<file path="src/rtl/mac_pkg.sv">
// Shared definitions for the MAC receive queue arbiter.
// Descriptor layout, FSM encoding and the skid-buffer beat format.
package mac_pkg;

  localparam int DESC_ERR    = 15;
  localparam int DESC_PTP    = 14;
  localparam int LEN_MSB     = 11;
  localparam int LEN_LSB     = 0;
  localparam int LEN_W       = LEN_MSB - LEN_LSB + 1;
  localparam int MTU_DEFAULT = 1500;
  localparam int BEAT_W      = 11;

  typedef enum logic [2:0] {
    IDLE,
    DESC,
    LOAD,
    XFER,
    DROP
  } state_t;

  typedef struct packed {
    logic       tte;
    logic       eop;
    logic       sop;
    logic [7:0] data;
  } beat_t;

  function automatic logic [LEN_W-1:0] desc_len(
    input logic [15:0] d
  );
    return d[LEN_MSB:LEN_LSB];
  endfunction

endpackage

</file>
<file path="src/rtl/mac_skid2.sv">
// Two-entry valid/ready buffer between the byte FIFOs and the output.
// Head entry stays put while the consumer stalls.
module mac_skid2
  import mac_pkg::*;
#(
  parameter int W = BEAT_W
) (
  input  logic         clk_sys,
  input  logic         rst_sys,
  input  logic         in_valid,
  output logic         in_ready,
  input  logic [W-1:0] in_data,
  output logic         out_valid,
  input  logic         out_ready,
  output logic [W-1:0] out_data,
  output logic [1:0]   count
);

  logic [W-1:0] mem0;
  logic [W-1:0] mem1;
  logic         wp;
  logic         rp;
  logic         push;
  logic         pop;

  assign in_ready  = (count != 2'd2);
  assign out_valid = (count != 2'd0);
  assign out_data  = rp ? mem1 : mem0;
  assign push      = in_valid & in_ready;
  assign pop       = out_valid & out_ready;

  always_ff @(posedge clk_sys) begin
    if (rst_sys) begin
      mem0  <= '0;
      mem1  <= '0;
      wp    <= 1'b0;
      rp    <= 1'b0;
      count <= 2'd0;
    end else begin
      if (push) begin
        if (wp) mem1 <= in_data;
        else    mem0 <= in_data;
        wp <= ~wp;
      end
      if (pop) rp <= ~rp;
      count <= count + {1'b0, push} - {1'b0, pop};
    end
  end

endmodule

</file>
<file path="src/rtl/mac_rx_queue_arb.sv">
// Arbitrates normal and TTE receive queues into one byte stream,
// dropping bad frames while keeping byte FIFOs aligned.
module mac_rx_queue_arb
  import mac_pkg::*;
#(
  parameter int MTU           = MTU_DEFAULT,
  parameter int TTE_BURST_MAX = 4
) (
  input  logic        clk_sys,
  input  logic        rst_sys,
  input  logic        ptr_fifo_empty,
  input  logic [15:0] ptr_fifo_dout,
  output logic        ptr_fifo_rd,
  input  logic [7:0]  data_fifo_dout,
  output logic        data_fifo_rd,
  input  logic        tteptr_fifo_empty,
  input  logic [15:0] tteptr_fifo_dout,
  output logic        tteptr_fifo_rd,
  input  logic [7:0]  tte_fifo_dout,
  output logic        tte_fifo_rd,
  output logic        out_valid,
  input  logic        out_ready,
  output logic [7:0]  out_data,
  output logic        out_sop,
  output logic        out_eop,
  output logic        out_tte,
  output logic [15:0] drop_cnt
);

  localparam logic [7:0] RUN_MAX = 8'(TTE_BURST_MAX);
  localparam logic [LEN_W-1:0] ONE = LEN_W'(1);

  state_t           state;
  state_t           nxt;
  logic             sel_tte;
  logic [LEN_W-1:0] rem;
  logic             first;
  logic [7:0]       tte_run;
  logic [15:0]      drop_q;
  logic             push_d;
  logic             tte_d;
  logic             sop_d;
  logic             eop_d;
  logic             grant_t;
  logic             grant_n;
  logic             byte_rd;
  logic [15:0]      desc;
  logic [LEN_W-1:0] len;
  logic             bad;
  logic             room;
  logic             pop;
  logic             skid_valid;
  logic             skid_in_ready;
  logic [1:0]       occ;
  beat_t            in_beat;
  beat_t            head;
  logic             unused_sig;

  assign desc = sel_tte ? tteptr_fifo_dout : ptr_fifo_dout;
  assign len  = desc_len(desc);
  assign bad  = desc[DESC_ERR] | (len == '0) | (32'(len) > 32'(MTU));
  assign unused_sig = ^{desc[DESC_PTP], desc[13:12], skid_in_ready};

  assign pop  = skid_valid & out_ready;
  // Reads in flight land next cycle, so count them as occupied.
  assign room = (({1'b0, occ} + {2'b0, push_d}) < 3'd2)
              | (pop & (occ == 2'd2) & ~push_d);

  always_comb begin
    nxt     = state;
    grant_t = 1'b0;
    grant_n = 1'b0;
    byte_rd = 1'b0;
    unique case (state)
      IDLE: begin
        if (!tteptr_fifo_empty &&
            !(!ptr_fifo_empty && tte_run == RUN_MAX)) begin
          grant_t = 1'b1;
          nxt     = DESC;
        end else if (!ptr_fifo_empty) begin
          grant_n = 1'b1;
          nxt     = DESC;
        end
      end
      DESC: nxt = LOAD;
      LOAD: nxt = bad ? DROP : XFER;
      XFER: begin
        if (room) begin
          byte_rd = 1'b1;
          if (rem == ONE) nxt = IDLE;
        end
      end
      DROP: begin
        byte_rd = (rem != '0);
        if (rem <= ONE) nxt = IDLE;
      end
      default: nxt = IDLE;
    endcase
  end

  always_ff @(posedge clk_sys) begin
    if (rst_sys) begin
      state   <= IDLE;
      sel_tte <= 1'b0;
      rem     <= '0;
      first   <= 1'b0;
      tte_run <= '0;
      drop_q  <= '0;
      push_d  <= 1'b0;
      tte_d   <= 1'b0;
      sop_d   <= 1'b0;
      eop_d   <= 1'b0;
    end else begin
      state <= nxt;
      if (grant_t)      sel_tte <= 1'b1;
      else if (grant_n) sel_tte <= 1'b0;
      if (grant_t && !ptr_fifo_empty) begin
        if (tte_run != RUN_MAX) tte_run <= tte_run + 8'd1;
      end else if (grant_n || ptr_fifo_empty) begin
        tte_run <= '0;
      end
      if (state == LOAD) begin
        rem   <= len;
        first <= 1'b1;
      end else if (byte_rd) begin
        rem   <= rem - ONE;
        first <= 1'b0;
      end
      // Flags travel with the read so they meet the byte a cycle later.
      push_d <= byte_rd & (state == XFER);
      tte_d  <= sel_tte;
      sop_d  <= first;
      eop_d  <= (rem == ONE);
      if (state == DROP && rem <= ONE && drop_q != 16'hFFFF)
        drop_q <= drop_q + 16'd1;
    end
  end

  assign in_beat.tte  = tte_d;
  assign in_beat.eop  = eop_d;
  assign in_beat.sop  = sop_d;
  assign in_beat.data = tte_d ? tte_fifo_dout : data_fifo_dout;

  mac_skid2 #(.W(BEAT_W)) u_skid (
    .clk_sys   (clk_sys),
    .rst_sys   (rst_sys),
    .in_valid  (push_d),
    .in_ready  (skid_in_ready),
    .in_data   (in_beat),
    .out_valid (skid_valid),
    .out_ready (out_ready),
    .out_data  (head),
    .count     (occ)
  );

  assign ptr_fifo_rd    = grant_n & ~rst_sys;
  assign tteptr_fifo_rd = grant_t & ~rst_sys;
  assign data_fifo_rd   = byte_rd & ~sel_tte & ~rst_sys;
  assign tte_fifo_rd    = byte_rd & sel_tte & ~rst_sys;

  assign out_valid = skid_valid & ~rst_sys;
  assign out_data  = out_valid ? head.data : 8'd0;
  assign out_sop   = out_valid & head.sop;
  assign out_eop   = out_valid & head.eop;
  assign out_tte   = out_valid & head.tte;
  assign drop_cnt  = rst_sys ? 16'd0 : drop_q;

endmodule

</file>
<file path="config.mk">
export PLATFORM = sky130hd
export DESIGN_NAME = mac_rx_queue_arb
export DESIGN_NICKNAME = d
export VERILOG_FILES = /design/src/rtl/mac_pkg.sv /design/src/rtl/mac_skid2.sv /design/src/rtl/mac_rx_queue_arb.sv
export SDC_FILE = /design/constraint.sdc
export NUM_CORES = 1
export LEC_CHECK = 0
export CAP_MARGIN = 20
export CORE_MARGIN = 8
export CORE_UTILIZATION = 35
export DETAILED_ROUTE_END_ITERATION = 10
export GPL_ROUTABILITY_DRIVEN = 1
export SYNTH_ARGS = -nofsm -noshare
export SYNTH_HDL_FRONTEND = slang
export SYNTH_SLANG_ARGS = --single-unit
</file>
<file path="constraint.sdc">
create_clock -name clk_sys -period 6.87 [get_ports clk_sys]
set_clock_uncertainty 0.15 [all_clocks]
set_input_delay 1.0305 -clock clk_sys [delete_from_list [all_inputs] [get_ports clk_sys]]
set_output_delay 1.0305 -clock clk_sys [all_outputs]
set_load 0.01 [all_outputs]
</file>
=== Word-level counts from Yosys, hierarchy flattened ===
Index checks and enable logic that the tools add are counted.

* Bits of input ports: 53
* Register bits after elaboration: 71

* Reductions and logical operators: 20
* Equality and inequality tests: 15
* Bitwise operators: 23
* Multiplexer cells: 28
* $add $sub $neg: 6
* Order comparisons: 3

{| class="wikitable"
|+ Operator list
! operator !! number
|-
| $mux W8 || 5
|-
| $mux W16 || 2
|-
| $mux W12 || 2
|-
| $mux W3 || 6
|-
| $add A16 B1 Y16 const B || 1
|-
| $ne A16 B16 Y1 const B || 1
|-
| $and A1 B1 Y1 || 15
|-
| $pmux W3 S5 || 1
|-
| $eq A12 B1 Y1 const B || 1
|-
| $gt A12 B11 Y1 const B || 1
|-
| $le A12 B1 Y1 const B || 1
|-
| $logic_not A12 Y1 || 1
|-
| $reduce_bool A12 Y1 || 1
|-
| $sub A12 B1 Y12 const B || 1
|-
| $mux W11 || 1
|-
| $mux W1 || 10
|-
| $add A8 B1 Y8 const B || 1
|-
| $eq A8 B3 Y1 const B || 1
|-
| $ne A2 B2 Y1 const B || 4
|-
| $ne A8 B3 Y1 const B || 1
|-
| $reduce_bool A2 Y1 || 4
|-
| $eq A3 B2 Y1 const B || 2
|-
| $reduce_and A2 Y1 || 3
|-
| $logic_and A1 B1 Y1 || 5
|-
| other kinds (16) || 24
|}

=== Logic depth before layout (Yosys ltp) ===
Gate-level depths: netlist of the first run.

* Depth in word-level cells: 9
* Gate-level depth with buffers: 8
* Mapped depth without buffers: 8

=== By module ===
A second synthesis of the first run with hierarchy kept.

* Cells, all modules: 496
* Area, all modules: 4181.5 µm²

{| class="wikitable"
|+ Modules (own cells, without submodules)
! module !! area each (µm²) !! cells each !! seq. area each (µm²) !! times used
|-
| mac_rx_queue_arb || 2920.3 || 362 || 900.9 || 1
|-
| mac_skid2 || 1261.2 || 134 || 520.5 || 1
|}

=== Worst setup path before layout of the first run ===
No wires, ideal clock.

* Path kind: input -> output
* Start point: input port out_ready
* End point: output port tte_fifo_rd
* Arrival: 2002 ps
* Stages: 5
* Setup slack: 3687 ps
* Buffers on the path: 1
* Cells stage by stage: nor3b_1 > o21bai_1 > o21a_1 > buf_2 > nor3b_1

* Cells in the longest elaborated chain, start to end: 8

{| class="wikitable"
|+ RTL lines
! what !! line !! text
|-
| from (decl) || mac_rx_queue_arb.sv:22 || <nowiki>input logic out_ready,</nowiki>
|-
| $and A1 B1 Y1 || mac_rx_queue_arb.sv:64 || <nowiki>assign pop = skid_valid & out_ready;</nowiki>
|-
| $and A1 B1 Y1 (2 in a row) || mac_rx_queue_arb.sv:67 || <nowiki>| (pop & (occ == 2'd2) & ~push_d);</nowiki>
|-
| $or A1 B1 Y1 || mac_rx_queue_arb.sv:67 ||
|-
| $mux W1 || mac_rx_queue_arb.sv:88 || <nowiki>if (room) begin</nowiki>
|-
| $pmux W1 S2 || mac_rx_queue_arb.sv:74 || <nowiki>unique case (state)</nowiki>
|-
| $and A1 B1 Y1 (2 in a row) || mac_rx_queue_arb.sv:159 || <nowiki>assign tte_fifo_rd = byte_rd & sel_tte & ~rst_sys;</nowiki>
|-
| to (decl) || mac_rx_queue_arb.sv:20 || <nowiki>output logic tte_fifo_rd,</nowiki>
|}

Every way passes these cells.

=== Final worst setup path of the first run ===
Ends and elaborated chain as after synthesis.

==> results of run 1 <==
[critical path: cells and delay by family]
kind	cells	cell delay, ps
compound gates	2	520
simple gates	2	480
buf+inv	2	1070
[stage by stage]
step,cells,hold slack (ps),util [%]
final,694,324,46.1
after global routing,694,347,46.1
after CTS,694,324,46.1
after detailed placement,678,316,42.9
after global placement,678,302,42.9
after floorplan,480,288,-
[synthesized netlist by cell type, drive strengths merged, types with 5 or more instances]
cell,number
nor2,73
and3,10
buf,8
nor3,17
or3,7
nand2,26
o21ai,6
or2,5
nor4,6
mux2i,31
clkbuf,19
a21oi,29
mux2,13
ha,8
a31oi,5
or4,6
xnor2,7
inv,14
a311oi,7
a211oi,25
nor2b,22
nand3,15
nand2b,7
dfxtp,71
[worst max path at each step]
stage,start,to,slack [ps],cells after the start
2_1_floorplan,out_ready,tte_fifo_rd,3690,5
3_5_place_dp,out_ready,tte_fifo_rd,2570,6
6_report,out_ready,tte_fifo_rd,2580,6
4_1_cts,out_ready,tte_fifo_rd,2560,6
5_1_grt,out_ready,tte_fifo_rd,2460,6
3_3_place_gp,out_ready,tte_fifo_rd,2590,6
[power by group through the flow]
stage               Clock, mW  Combinational [mW]  Sequential [mW]
detailed placement          0               0.255            0.473
global route            0.575               0.285            0.469
CTS                     0.555               0.256            0.465
finish                  0.545               0.254            0.465
global placement            0               0.251            0.472
floorplan                   0               0.193            0.458
[logic make-up after synthesis]
kind of cell               after synthesis  share of synthesized area [%]
AOI/OAI and AO/OA                       94                           16.2
and+or+nand+nor                        214                           27.8
buffers and inverters                   41                           4.62
muxes                                   44                           11.5
adders and majority gates                8                           2.51
DFF                                     71                           35.7
xor gates and xnor gates                 8                           1.76
[area by class of cell]
| class | count | area (sq um) |
|---|---|---|
| Sequential cell | 71 | 1420 |
| Timing Repair Buffer | 82 | 806 |
| Multi-Input combinational cell | 368 | 2380 |
| Clock buffer | 10 | 239 |
| Tap cell | 143 | 179 |
| Clock inverter | 6 | 116 |
| Fill cell | 1085 | 6080 |
| Inverter | 14 | 52.6 |
[sequential cells by signal, indices dropped and copies added, names as in the netlist]
name / count
first: 1
eop_d: 1
rem: 12
u_skid.mem1: 11
u_skid.mem0: 11
u_skid.count: 2
push_d: 1
drop_q: 16
u_skid.wp: 1
sop_d: 1
u_skid.rp: 1
state: 3
tte_d: 1
sel_tte: 1
tte_run: 8
[routing by layer]
layer / wire length, um / share of wire, % / up-vias
li1: - / - / 1875
met3: 663 / 6.5 / 7
met2: 4710 / 46 / 90
met1: 4720 / 46 / 1655
met5: 0 / 0 / -
met4: 92 / 0.90 / 0
==> metrics.yaml, run 1 <==
outcome:
  status: "completed"
logic_synthesis:
  ys_top_cells_by_area: "dfxtp_1 36%, mux2i_1 7.8%, nor2_1 6.9%"
  syn_area_sq_mm: 0.00398
  ys_warn_count: 0
  async_flop_share_pct: 0
  synth_cell_types: 56
  yosys.area.top_type_share_pct: 35.7
  synth_nets: 541
  ys_ff_latch: 71
  yosysTopAreaCell: "dfxtp_1"
  syn_inst: 480
  synth-main-ff-cell: "dfxtp_1"
  synth_edf_count: 0
  avgSynthCellArea_sq_um: 8.30
  synth_seq_area_share_pct: 35.7
timing:
  fin_setup_tns_ps: 0
  layout_setup_ws_ps: 2580
  fin_crit_ps: 4290
  relSlewSlack_pct: 50.0
  hold_viol_final: 0
  setup_viol_count_final: 0
  period_share_pct: 62.5
  maxSlewViolCount: 0
  max_freq_mhz: 233
  worst_pin_slew_ps: 731
  rsz0062_at_grt: "false"
clock_network:
  clock-sinks: 71
  cts.repair.resized: 0
  cts_tree: "done"
  cts_setup_buffers: 0
  hold_buffers: 0
  clock_latency_ps: 330
  cts-root-buf: "clkbuf_16"
  numCtsBuffers: 9
  clock_path_buffers: 2
  h-tree-depth: 3
  clk_pin_slew_worst_paths_ps: 60
route:
  wl_um: 10200
  dr.pass1.iters: 4
  wl_per_cell_um: 14.7
  vias_per_cell: 5.23
  drt_iter0_drc: 214
  via_count: 3627
  remaining_drc_errors: 0
  ant_nets: 0
final_layout:
  diodes: 0
  layout_commonest_cell: "clkdlybuf4s50_1"
  stdcell_area_sq_mm: 0.00519
  fin_nets: 607
  area_growth_pct: 30.3
  drive_gt1_share_pct: 7.99
  layout_common_cells: "77 x clkdlybuf4s50_1, 73 x nor2_1, 71 x dfxtp_1"
die:
  die_w_um: 123
  die_y_um: 123
  initial_core_util_pct: 35.3
  die-area_sq_mm: 0.0151
  rows: 39
  fp.coreArea_sq_mm: 0.0113
  io_pins: 85
power_and_ir_drop:
  p_int_mw: 0.919
  irDropWorstVdd_v: 0.000101
  p_leak_nw: 1.77
  power.switching_mw: 0.345
  clkPwrFrac_pct: 43.1
  power_frac_comb_pct: 20.1
  p_per_area_mw_per_mm2: 243
  finalPower_mw: 1.26
  p_seq_share_pct: 36.8
  switching_share_pct: 27.3
setup_path:
  critPathArrivalTime_ps: 3110
  crit_chain: "clkdlybuf4s50_1, nor3b_1, o21bai_1, o21a_1, nor3b_1, clkdlybuf4s50_1"
  worstPathRequired_ps: 5690
  rrSetupSlack_ps: 4270
  critPathMaxStageDelay_ps: 570
  worst_r2r_endpoint: "drop_q[11]"
  start_kind: "input port"
  reg2reg_depth: 5
  crit_path_end_kind: "output port"
  r2r-start: "rem[4]"
  cp_max_fo: 12
  crit_type: "input port to output port"
  slowest_stage: "clkdlybuf4s50_1"
global_routing:
  met1_usage_pct: 16.9
  grt_remaining_overflow: 0
  grt_pass1_wl_um: 17100
  grt_max_degree: 58
  use_met3_pct: 4.28
  grt_pass1_vias: 3561
  grt-busiest-layer: "met2"
  antenna_found_initial: 0
  use_met2_pct: 22.5
  grt_usage_pct: 13.7
placement:
  gp_congestion: 0.827
  place_ws_ps: 2570
  io_buffers: 78
  place_area_sq_mm: 0.00484
  hpwl_um: 7470
hold_path:
  min_path_cells: 1
  hold_start: "first"
  min_to: "sop_d"
  worstHoldPathType: "register to register"
flow_run:
  drv_cap: 0
Power figures use the tool's default switching activity.
==> run 2, diff against run 1 <==
clock period = 4.3 ns   (was 6.87 ns; I/O delays follow)
==> run 2 against run 1 <==
Effect of this change:
- setup slack got worse by 1900 ps
- clock power increased by 18%
- sequential power increased by 60%
- largest power group is now sequential cells
- register-to-register slack got worse by 2600 ps
- non-clock buffer count increased by 1
- via count decreased by 0.50%
- global-route usage increased by 0.065 points
- critical path type is now register to output port
- clock-buffer cell count increased by 1
- largest cell class unchanged
- utilization decreased by 0.84 points
- sequential cell count unchanged
- routed wire length decreased by 0.53%
- die area unchanged
==> metrics.yaml, run 2 (same netlist as run 1, synthesis figures left out) <==
timing:
  fin_setup_tns_ps: 0
  relSlewSlack_pct: 43.8
  period_share_pct: 84.5
  worst_pin_slew_ps: 841
  fin_crit_ps: 3630
  rsz0062_at_grt: "false"
  setup_viol_count_final: 0
  max_freq_mhz: 275
  hold_viol_final: 0
  maxSlewViolCount: 0
die:
  rows: 39
  die_y_um: 123
  initial_core_util_pct: 35.3
  fp.coreArea_sq_mm: 0.0113
  die-area_sq_mm: 0.0151
  die_w_um: 123
  io_pins: 85
final_layout:
  drive_gt1_share_pct: 7.47
  layout_commonest_cell: "clkdlybuf4s50_1"
  max_flop_register: "drop_q"
  fin_nets: 608
  diodes: 0
  largest_reg_flops: 16
  reg_top3: "drop_q: 16 flops, rem: 12 flops"
  area_growth_pct: 28.0
  stdcell_area_sq_mm: 0.00510
  fillers: 1126
  layout_common_cells: "77 x clkdlybuf4s50_1, 73 x nor2_1, 71 x dfxtp_1"
global_routing:
  antenna_found_initial: 0
  grt_max_degree: 50
  grt_pass1_wl_um: 16900
  grt_remaining_overflow: 0
  grt_usage_pct: 13.8
  grt_pass1_vias: 3534
clock_network:
  cts.repair.resized: 0
  cts_setup_buffers: 0
  clk_pin_slew_worst_paths_ps: 50
  hold_buffers: 0
  clock_latency_ps: 330
  clock_path_buffers: 2
  h-tree-depth: 3
  numCtsBuffers: 9
  cts_tree: "done"
  clock-sinks: 71
  cts-root-buf: "clkbuf_16"
outcome:
  status: "completed"
power_and_ir_drop:
  irDropWorstVdd_v: 0.000210
  p_per_area_mw_per_mm2: 352
  p_leak_nw: 1.73
hold_path:
  min_path_cells: 1
  worstHoldPathType: "register to register"
  min_to: "sop_d"
  hold_start: "first"
setup_path:
  start_kind: "register"
  critPathArrivalTime_ps: 2840
  crit_type: "register to output port"
  cp_max_fo: 12
  worst_r2r_endpoint: "drop_q[10]"
  reg2reg_depth: 5
  worstPathRequired_ps: 3500
  r2r-start: "rem[4]"
  crit_path_end_kind: "output port"
  rrSetupSlack_ps: 1680
route:
  vias_per_cell: 5.22
  drt_iter0_drc: 150
  dr.pass1.iters: 4
  wl_um: 10100
  remaining_drc_errors: 0
  via_count: 3609
  wl_per_cell_um: 14.6
  ant_nets: 0
placement:
  hpwl_um: 7600
  gp_congestion: 0.830
  place_area_sq_mm: 0.00484
  io_buffers: 78
flow_run:
  drv_cap: 0
==> run 2: cell types whose count changed in the layout (fill, tap and decap cells not counted), sizes merged <==
cell	previous run	this run
buf	5	6
clkbuf	10	11
inv	15	14
bufinv	3	0
==> run 2: per-layer routing <==
metal	global-route usage (%)	vias to the layer above	wire, um
li1	-	1873	-
met1	16.8	1649	4630
met2	22.6	74	4770
met3	3.63	13	569
met4	5.41	0	163
met5	0	-	0
==> run 2: worst max path at each step <==
stage	startpoint	endpoint	depth (start not counted)
detailed placement	out_ready	tte_fifo_rd	6
floorplan	rem[0]	tte_fifo_rd	7
global route	rem[0]	data_fifo_rd	7
finish	rem[0]	tte_fifo_rd	7
global placement	out_ready	tte_fifo_rd	6
CTS	rem[0]	tte_fifo_rd	7
==> run 2: final cells by class <==
type | count | area (sq um) | area share (%)
Inverter | 14 | 52.6 | 1.03
Sequential cell | 71 | 1420 | 27.9
Timing Repair Buffer | 83 | 813 | 16.0
Clock inverter | 2 | 10.0 | 0.196
Multi-Input combinational cell | 368 | 2380 | 46.7
Tap cell | 143 | 179 | 3.51
Clock buffer | 11 | 243 | 4.76
==> run 2: stage by stage <==
| stage | worst slack [ps] | power (mW) | cells | hold slack, ps | util, % |
|---|---|---|---|---|---|
| final | 668 | 1.80 | 692 | 318 | 45.2 |
| after floorplan | 1760 | 1.04 | 480 | 288 | - |
| after global routing | 499 | 1.90 | 692 | 345 | 45.2 |
| after CTS | 651 | 1.82 | 692 | 319 | 45.2 |
| after detailed placement | 798 | 1.17 | 679 | 309 | 43.0 |
| after global placement | 838 | 1.16 | 679 | 303 | 43.0 |
==> run 2: critical path, cell delays in order (launching register included) <==
cell and delay, ps:
dfxtp_1 330, inv_1 110, ha_1 150, or4b_2 630
nor4_1 230, o21a_1 470, nor3b_1 100, clkdlybuf4s50_1 500
==> run 2: report_power, final <==
| group | switching, mW | internal (mW) | leakage [nW] |
|---|---|---|---|
| registers | 0.0485 | 0.693 | 0.574 |
| clock network | 0.251 | 0.394 | 0.127 |
| logic | 0.219 | 0.190 | 1.03 |
==> run 3, diff against run 2 <==
clock period = 3.42 ns   (was 4.3 ns; I/O delays follow)
==> run 3 against run 2 <==
Effect of this change:
- global-route usage fell by 0.40 points
- non-clock buffer count is 1 higher
- highest routed layer unchanged
- critical path type unchanged
- setup slack worse by 500 ps
- sequential share of layout area down 0.41 points
==> metrics.yaml, run 3 (same netlist as run 1, synthesis figures left out) <==
timing:
  rsz0062_at_grt: "false"
  max_freq_mhz: 307
  worst_pin_slew_ps: 747
  timing.hold.ws_ps: 319
  maxSlewViolCount: 0
  relSlewSlack_pct: 50.1
  hold_viol_final: 0
  fin_crit_ps: 3260
  fin_setup_tns_ps: 0
  period_share_pct: 95.2
  setup_viol_count_final: 0
  layout_setup_ws_ps: 165
clock_network:
  clk_pin_slew_worst_paths_ps: 60
  cts_tree: "done"
  cts_setup_buffers: 0
  numCtsBuffers: 9
  clock-sinks: 71
  clock_path_buffers: 2
  cts-root-buf: "clkbuf_16"
  clock_latency_ps: 330
  hold_buffers: 0
  h-tree-depth: 3
  cts.repair.resized: 0
die:
  die_y_um: 123
  fp.coreArea_sq_mm: 0.0113
  die-area_sq_mm: 0.0151
  rows: 39
  die_w_um: 123
  initial_core_util_pct: 35.3
  io_pins: 85
setup_path:
  start_kind: "register"
  critPathMaxStageDelay_ps: 630
  worstPathRequired_ps: 2760
  cp_max_fo: 4
  crit_path_end_kind: "output port"
  path_buf_inv: 2
  crit_family: "simple AND/OR/NAND/NOR gates"
  crit_type: "register to output port"
  critPathArrivalTime_ps: 2590
  slowest_stage: "or4b_2"
  crit_chain: "inv_1, ha_1, or4b_2, nor4_1, o21a_1, nor3b_1, clkdlybuf4s50_1"
hold_path:
  worstHoldPathType: "register to register"
power_and_ir_drop:
  power_frac_comb_pct: 21.1
  p_seq_share_pct: 38.1
  irDropWorstVdd_v: 0.000293
  clkPwrFrac_pct: 40.8
  power.switching_mw: 0.697
  p_leak_nw: 1.75
  p_int_mw: 1.75
  switching_share_pct: 28.5
  p_per_area_mw_per_mm2: 473
placement:
  place_ws_ps: 329
  hpwl_um: 7520
  placed_cells: 680
  io_buffers: 78
  gp_congestion: 0.818
final_layout:
  fin_nets: 609
  final_util_pct: 45.9
  largest_reg_flops: 16
  ff_latch_area_sq_mm: 0.00142
  area_growth_pct: 29.9
  reg_top3: "drop_q: 16 flops, rem: 12 flops"
  drive_gt1_share_pct: 8.32
  layout_commonest_cell: "clkdlybuf4s50_1"
  multi_input_area_sq_mm: 0.00238
  instances_no_fill: 696
  diodes: 0
  fillers: 1079
  max_flop_register: "drop_q"
  layout_common_cells: "77 x clkdlybuf4s50_1, 73 x nor2_1, 71 x dfxtp_1"
global_routing:
  antenna_found_initial: 0
  grt_max_degree: 49
  grt_remaining_overflow: 0
  grt_pass1_wl_um: 16400
  grt_pass1_vias: 3394
  grt_usage_pct: 13.4
outcome:
  status: "completed"
route:
  drt_iter0_drc: 184
  wl_per_cell_um: 14.4
  ant_nets: 0
  vias_per_cell: 5.18
  via_count: 3608
  remaining_drc_errors: 0
  dr.pass1.iters: 4
  wl_um: 10000
flow_run:
  drv_cap: 0
==> run 3: power by group through the flow <==
stage	Sequential, mW	Clock (mW)	Combinational (mW)
floorplan	0.921	0	0.387
global placement	0.947	0	0.510
detailed placement	0.951	0	0.518
CTS	0.933	1.02	0.520
global route	0.941	1.06	0.578
finish	0.933	0.999	0.516
==> run 3: per-layer routing <==
layer / vias up / track usage [%] / part of all wire, %
met1: 1637 / 16.6 / 46
met2: 88 / 21.6 / 47
met5: - / 0 / 0
li1: 1876 / - / -
met3: 7 / 4.28 / 5.8
met4: 0 / 4.04 / 1.0
==> run 3: path summary, 6_finish.rpt <==
kind | start | to | slack (ps) | depth (start not counted)
hold reg to reg | first | sop_d | 320 | 1
setup / recovery | rem[0] | tte_fifo_rd | 160 | 7
hold / removal | first | sop_d | 320 | 1
setup reg to reg | rem[4] | drop_q[10] | 820 | 5
==> run 3: cell type report <==
class / count / area share [%]
inverter: 14 / 1.02
tap: 143 / 3.46
clock inverter: 7 / 1.86
timing repair buffer: 84 / 15.9
multi-input combinational: 368 / 46.0
sequential: 71 / 27.5
clock buffer: 9 / 4.35
==> run 3: per-stage QoR <==
stage | power [mW] | cell area [sq um]
6_report | 2.45 | 5170
3_3_place_gp | 1.46 | 4850
5_1_grt | 2.58 | 5170
2_1_floorplan | 1.31 | 3980
3_5_place_dp | 1.47 | 4850
4_1_cts | 2.48 | 5170
==> RTL change, RTL diff (flow settings as in run 3) <==
Change the package constant `LEN_MSB` from 11 to 13.
--- a/src/rtl/mac_pkg.sv
+++ b/src/rtl/mac_pkg.sv
@@ -4,7 +4,7 @@
 
   localparam int DESC_ERR    = 15;
   localparam int DESC_PTP    = 14;
-  localparam int LEN_MSB     = 11;
+  localparam int LEN_MSB     = 13;
   localparam int LEN_LSB     = 0;
   localparam int LEN_W       = LEN_MSB - LEN_LSB + 1;
   localparam int MTU_DEFAULT = 1500;
Check against the original RTL: not equivalent (a bounded check fails within 4 cycles, from zero or initial values and one cycle with rst_sys high).
==> RTL change against run 3 <==
Power rose by 1.8%. Sequential share of layout area fell by 0.25 points. Design area rose by 3.8%. Synthesized area rose by 4.1%. First-iteration DRC count rose by 33%. Cell count rose by 1.0%. Sequential cell count rose by 2. Wire length rose by 6.7%. Via count rose by 5.1%. Worst setup slack improved by 0.12 ns. Maximum frequency rose by 3.8%. Clock power fell by 10%.
==> RTL change: results (changes against run 3) <==
[drt]
routedWlPerCell_um = 15.2  ; +5.6%
wl_met2_um = 5210  ; +11%
drtIter0Drc = 244  ; +33%
wl_met3_um = 419  ; -28%
m1WireLength_um = 4960  ; +7.5%
vias_per_cell = 5.39  ; +4.0%

[yosys]
synthTopCellsByCount = 79 x nor2_1, 73 x dfxtp_1, 36 x mux2i_1
syn_nets = 543  ; +0.37%
yosysUniqueCellTypes = 68  ; +21%
synth_seq_area_share_pct = 35.2  ; -0.46 points
ys_top_cells_by_area = dfxtp_1 35%, mux2i_1 8.7%, nor2_1 7.1%, a211oi_1 3.6%, nor2b_1 3.5%

[pwr]
irDropWorstVdd_uv = 266  ; -9.2%
power_leakage_nw = 1.80  ; +2.7%
p_sw_mw = 0.773  ; +11%
clock_power_share_pct = 36.0  ; -4.8 points
pg_comb_mw = 0.602  ; +17%

[global_routing]
grt_pass1_vias = 3733  ; +10%
grtUsageMet2_pct = 23.3  ; +1.6 points
use_met1_pct = 17.0  ; +0.43 points
grt_max_degree = 88  ; +80%
grt.total_usage_pct = 13.6  ; +0.19 points
grt_use_met3_pct = 2.87  ; -1.4 points
grt_pass1_wl_um = 18200  ; +11%

[placement]
gp_congestion = 0.805  ; -1.7%
placed_area_um2 = 5080  ; +4.6%
dpl.hpwl_um = 7900  ; +5.1%

[layout]
reg_top3 = drop_q x16, rem x14
drive_gt1_share_pct = 8.04  ; -0.28 points
final_nets = 615  ; +0.99%
fillCellCount = 1162  ; +7.7%
multi_input_area_um2 = 2500  ; +5.3%

[critical_path]
r2r_start = state[2]
cp_max_fo = 9  ; +5
arrival_ns = 2.47  ; -0.12 ns

[sta]
worst_pin_slew_ns = 0.747  ; +0.000253 ns

[hold_path]
holdCritPathClass = flip-flop to flip-flop

[outcome]
status = completed

-- RTL change: cell types whose count changed in the layout (fill, tap and decap cells not counted), sizes merged, moves of 6 or more --
cell,run 3,this run
nor2,73,80
o21ai,6,22
a21oi,29,21
nand4,4,10
mux2,13,4
nand2,26,13
-- RTL change: metrics by stage --
step | total power, mW | hold slack, ns | setup slack (ns) | instances
6_report | 2.49 | 0.311 | 0.283 | 703
5_1_grt | 2.63 | 0.343 | 0.185 | 703
4_1_cts | 2.52 | 0.315 | 0.274 | 703
3_5_place_dp | 1.61 | 0.309 | 0.425 | 687
3_3_place_gp | 1.60 | 0.309 | 0.445 | 687
2_1_floorplan | 1.43 | 0.282 | 1.09 | 483
-- RTL change: logic make-up after synthesis --
group / after synthesis / synth area share, %
and+or+nand+nor: 202 / 27.5
AOI/OAI and AO/OA: 104 / 17.6
DFF: 73 / 35.2
buffers and inverters: 41 / 4.43
muxes: 40 / 9.77
xor gates and xnor gates: 16 / 3.38
adders and majority gates: 7 / 2.11
-- RTL change: critical path, cell delays in order (launching register included) --
cell,delay [ns]
dfxtp_1,0.50
or3b_1,0.54
a21oi_4,0.33
nor2_8,0.08
nor3_1,0.15
clkdlybuf4s50_1,0.56
-- RTL change: final cells by class --
class | instances | area share, %
multi-input cells | 369 | 46.6
flip-flops and latches | 73 | 27.2
repair buffers | 90 | 16.5
clock buffers | 11 | 4.71
well taps | 143 | 3.33
inverters | 12 | 0.839
clock inverters | 5 | 0.722
-- RTL change: final timing paths --
check / depth (start not counted) / to / slack, ns
min: 1 / sop_d / 0.31
min reg2reg: 1 / sop_d / 0.31
max: 5 / data_fifo_rd / 0.28
max reg2reg: 6 / rem[11] / 0.99
